===== config.mk =====
export PLATFORM = sky130hd
export DESIGN_NAME = fetch_ctrl
export DESIGN_NICKNAME = d
export VERILOG_FILES = /design/src/rtl/fetch_pkg.sv /design/src/rtl/fetch_ctrl.sv
export SDC_FILE = /design/constraint.sdc
export NUM_CORES = 1
export LEC_CHECK = 0
export CAP_MARGIN = 10
export CORE_UTILIZATION = 43
export CTS_CLUSTER_SIZE = 28
export DETAILED_ROUTE_END_ITERATION = 10
export PLACE_DENSITY = 0.82
export SYNTH_ARGS = -nofsm -noshare
export SYNTH_HDL_FRONTEND = slang
export SYNTH_SLANG_ARGS = --single-unit

===== constraint.sdc =====
create_clock -name i_Clk -period 2.57 [get_ports i_Clk]
set_input_delay 0.6425 -clock i_Clk [delete_from_list [all_inputs] [get_ports i_Clk]]
set_output_delay 0.6425 -clock i_Clk [all_outputs]
set_load 0.02 [all_outputs]

===== src/rtl/fetch_pkg.sv =====
// Shared types and defaults for the fetch-stage sequencer.
// The package carries the state encoding and the default datapath width.
package fetch_pkg;

    localparam int XLEN_DEFAULT = 32;

    typedef enum logic [1:0] {
        IDLE = 2'd0,
        REQ  = 2'd1,
        HOLD = 2'd2,
        DROP = 2'd3
    } fetch_state_t;

endpackage


===== src/rtl/fetch_ctrl.sv =====
// Fetch-stage sequencer between the PC register and a variable-latency instruction memory.
// It buffers a fetched word across decode stalls and discards responses that a redirect has orphaned.
import fetch_pkg::*;

module fetch_ctrl #(
    parameter int XLEN = XLEN_DEFAULT
) (
    input  logic            i_Clk,
    input  logic            i_Reset,
    input  logic [XLEN-1:0] i_PCF,
    input  logic            i_StallD,
    input  logic            i_Redirect,
    output logic            o_StallF,
    output logic            o_IMemReq,
    output logic [XLEN-1:0] o_IMemAddr,
    input  logic            i_IMemAck,
    input  logic [XLEN-1:0] i_IMemRData,
    output logic [XLEN-1:0] o_InstrF,
    output logic            o_InstrValidF
);

    fetch_state_t    r_State;
    fetch_state_t    w_NextState;
    logic [XLEN-1:0] r_Addr;
    logic [XLEN-1:0] r_Instr;
    logic            w_CaptureInstr;

    always_ff @(posedge i_Clk or negedge i_Reset) begin
        if (!i_Reset) begin
            r_State <= IDLE;
            r_Addr  <= '0;
            r_Instr <= '0;
        end else begin
            r_State <= w_NextState;
            // r_Addr tracks the live request so DROP can keep presenting it after the PC moves on
            if (r_State == REQ) begin
                r_Addr <= i_PCF;
            end
            if (w_CaptureInstr) begin
                r_Instr <= i_IMemRData;
            end
        end
    end

    always_comb begin
        w_NextState    = r_State;
        w_CaptureInstr = 1'b0;
        o_StallF       = 1'b1;
        o_IMemReq      = 1'b0;
        o_IMemAddr     = r_Addr;
        o_InstrF       = '0;
        o_InstrValidF  = 1'b0;

        unique case (r_State)
            IDLE: begin
                w_NextState = REQ;
            end

            REQ: begin
                o_IMemReq  = 1'b1;
                o_IMemAddr = i_PCF;
                if (i_Redirect) begin
                    // An outstanding request must still complete; only a same-cycle ack lets us skip DROP
                    o_StallF    = 1'b0;
                    w_NextState = i_IMemAck ? REQ : DROP;
                end else if (i_IMemAck) begin
                    o_InstrF      = i_IMemRData;
                    o_InstrValidF = 1'b1;
                    if (i_StallD) begin
                        w_CaptureInstr = 1'b1;
                        w_NextState    = HOLD;
                    end else begin
                        o_StallF = 1'b0;
                    end
                end
            end

            HOLD: begin
                o_InstrF      = r_Instr;
                o_InstrValidF = ~i_Redirect;
                if (i_Redirect || !i_StallD) begin
                    o_StallF    = 1'b0;
                    w_NextState = REQ;
                end
            end

            DROP: begin
                o_IMemReq  = 1'b1;
                o_IMemAddr = r_Addr;
                o_StallF   = ~i_Redirect;
                if (i_IMemAck) begin
                    w_NextState = REQ;
                end
            end

            default: begin
                w_NextState = IDLE;
            end
        endcase
    end

endmodule


==> summary.txt <==
Layout
  – Final Non-Filler Cells: around 500
  – Util after Layout: 68.78%
  – Layout Nets: 469
  – Share of cells above drive strength 1: ~45%
  – P&R area growth vs syn: 54.12%
  – # diodes: 0

Worst setup path
  – Arrival @ worst endpoint: about 1.9 ns
  – Worst Path Required: roughly 1.9 ns
  – Worst Path Max Fanout: 5
  – Worst R2R Path Depth: 7
  – Flop2flop setup slack: approximately 0.74 ns
  – R2R Path End: r_Instr[0]$_DFFE_PN0P_
  – Reg2reg start: r_State[0]$_DFFE_PN0P_
  – Worst setup path category: input pin to output port
  – Crit start category: input pin
  – Worst setup path start: i_Redirect
  – Critical Path End Type: output port

GRT
  – Gr usage total: between 20% and 30%
  – Global route overflow: 0
  – Vias in the first global route: 2512
  – Pin count of the biggest net entering global routing: 38
  – Initial antenna violation count: 0
  – First-pass GRT wire length: about 13000 um

STA
  – FMAX: 0.3966 GHz
  – Post-layout min period: roughly 2.5 ns
  – Hold_ws: roughly 0.34 ns
  – # setup viols final: 0
  – Slew @ Worst Pin: approximately 0.7 ns
  – Worst Skew: 0.005076 ns
  – RSZ-0062 raised after global routing: yes
  – Slew HR: about 54%
  – Final Slew Violations: 0
  – Final hold vios: 0
  – Crit share post-route: ~98%

Outcome
  – Status: finished clean

Synthesis
  – Synth cell types: 22
  – Largest family of logic cells by synthesized area: multiplexers
  – Sequential area share after synthesis: between 50% and 60%
  – Mapped Area: approximately 3200 um^2
  – Net Count, Synth: ~310
  – Synthesized area per cell: 13.66 um^2
  – Synth Area in XOR/XNOR: 0%
  – Synth Area in Adders: under 10%
  – Mapped Cells: ~240
  – Syn. warnings: 0
  – Compound-Gate Fraction of Synth Area: roughly 8.5%
  – Number of synthesized register bits: 66
  – Area share of and/or/nand/nor cells after synthesis: ~7.9%
  – Mux cell area share after synthesis: approximately a quarter

Placed design
  – Routability cong.: roughly 0.72
  – Port bufs: 135
  – Hpwl dp: approximately 5800 um
  – Post-Place Cells: around 470

Pwr
  – Pwr/cell area: approximately 1200 nW/um^2
  – P_leak: ~2.3 nW
  – Max VDD drop: 0.4953 mV
  – Total power: about 6 mW

Worst hold path
  – Hold Crit Class: input pin to asynchronous set/reset pin

Route
  – Vias per cell: between 5 and 6
  – Vias post-DR: between 2000 and 3000
  – Drt first pass iters: 4
  – DRC: 0
  – Routed WL per cell: about 17 um
  – Antenna-violating nets left: 0
  – Initial DRC count: 78
  – Post-Route WL: 8604 um

Clock network
  – CTS root buffer: clkbuf_8
  – Clk sinks: 66
  – Clock slew at reported path FFs: 0.07 ns
  – CTS tree: built
  – TritonCTS buffer count: 9
  – Longest Clk Path Bufs: 2
  – H-tree Lvls: 3
  – Clk_lat worst skew: roughly 0.34 ns
  – Cts hold-fix bufs: 0

Die
  – Die Area: between 7000 and 8000 um^2
  – Die outline width: a little under 90 um
  – Initial core utilization: ~45%
  – Die H: between 80 and 90 um
  – CORE AREA: approximately 7300 um^2
  – Site row count: 31
  – IO Pins: approximately 140

Job
  – Max-Cap Viols: 0
## sequential cells by signal, indices dropped and copies added (netlist names)
name / count
r_Addr: 32
r_Instr: 32
r_State: 2
## worst max path at each step
stage | endpoint | slack (ns) | depth (start not counted)
finish | o_InstrValidF | 0.05 | 8
global route | o_InstrF[7] | -0.02 | 8
CTS | o_InstrF[29] | 0.009 | 8
detailed placement | o_InstrF[28] | -0.52 | 7
global placement | o_InstrValidF | -0.50 | 7
floorplan | o_InstrF[10] | 0.34 | 6
## where the power goes
group	total, mW	switching, mW	leakage, nW	internal (mW)
Sequential	1.80	0.239	0.780	1.56
Clock	1.02	0.397	0.119	0.624
Combinational	3.22	1.55	1.41	1.67
Total	6.05	2.19	2.31	3.86
## Yosys cell counts (all sizes together)
| library cell | instances | share of area, % |
|---|---|---|
| or2 | 1 | 0.19 |
| nand2 | 3 | 0.58 |
| a21oi | 2 | 0.31 |
| buf | 11 | 2.8 |
| o22a | 2 | 0.54 |
| nor2b | 35 | 6.8 |
| o21ai | 1 | 0.15 |
| and3 | 1 | 0.19 |
| ha | 5 | 1.9 |
| a22oi | 31 | 7.2 |
| clkbuf | 7 | 0.81 |
| nand2b | 1 | 0.19 |
| inv | 3 | 0.35 |
| dfrtp | 66 | 51 |
| mux2i | 3 | 0.93 |
| mux2 | 64 | 26 |
| a32oi | 1 | 0.27 |
## metal layers
layer	track usage [%]	part of all wire (%)	vias up
li1	-	-	1161
met1	26.75	42	1220
met2	36.43	48	109
met3	6.343	8.1	12
met4	7.038	1.5	0
met5	0	0	-
## worst max-delay path: stages
cell and delay [ns]:
dlygate4sd2_1 0.25, inv_2 0.06, and3_4 0.28, buf_12 0.15
buf_12 0.11, a21oi_1 0.04, nor2b_1 0.17, buf_4 0.17
## placed cells by master (no fill, tap or decap)
master           synthesis  routed
inv_1                    2       1
clkbuf_2                 0       6
and3_4                   0       1
a22oi_2                  0       3
buf_2                    7      40
dlygate4sd2_1            0      13
nand2_1                  2       2
a22oi_1                 31      28
dfrtp_1                 66      66
mux2_2                  34      34
clkbuf_8                 0      12
o21ai_0                  1       1
clkinvlp_4               0       1
a32oi_1                  1       1
a21oi_1                  2       2
clkbuf_16                0       1
ha_4                     0       1
buf_12                   0       8
nand2b_1                 1       1
inv_2                    1       2
clkdlybuf4s50_1          0      65
clkdlybuf4s15_2          0       3
mux2i_1                  3       3
buf_6                    1       5
ha_2                     0       2
buf_4                    0      23
ha_1                     5       2
bufinv_16                0       2
clkinv_2                 0       1
or2_2                    1       1
nor2b_1                 35      35
o22a_1                   2       2
nand2_4                  1       1
mux2_4                  30      30
buf_16                   0       1
## layout make-up
| type | count | area [um^2] |
|---|---|---|
| Fill cell | 560 | 2265 |
| Sequential cell | 66 | 1652 |
| Multi-Input combinational cell | 150 | 1494 |
| Timing Repair Buffer | 165 | 1470 |
| Clock buffer | 12 | 165.2 |
| Tap cell | 99 | 123.9 |
| Clock inverter | 4 | 72.57 |
| Inverter | 3 | 11.26 |
## stage by stage
step | setup TNS, ns | worst slack [ns] | instance area [um^2]
detailed placement | -14.92 | -0.5224 | 4822
global route | -0.05811 | -0.01918 | 4989
CTS | 0 | 0.008935 | 5064
finish | 0 | 0.04864 | 4989
floorplan | 0 | 0.3437 | 3237
global placement | -14.63 | -0.5034 | 4822
## cells by family (layout without fill, tap and decap cells)
kind of cell	Yosys count	in the layout
muxes	67	67
adders and majority gates	5	5
AOI/OAI and AO/OA	37	37
buffers and inverters	21	184
DFF	66	66
and+or+nand+nor	41	41
## timing repair
item	in CTS	in global routing
gates resized for setup	212	42
buffers inserted	4	2
endpoints found under the setup margin	67	35
pin swaps	1	2
gates cloned	2	2
Note: power is estimated with default switching activity, not from simulation.
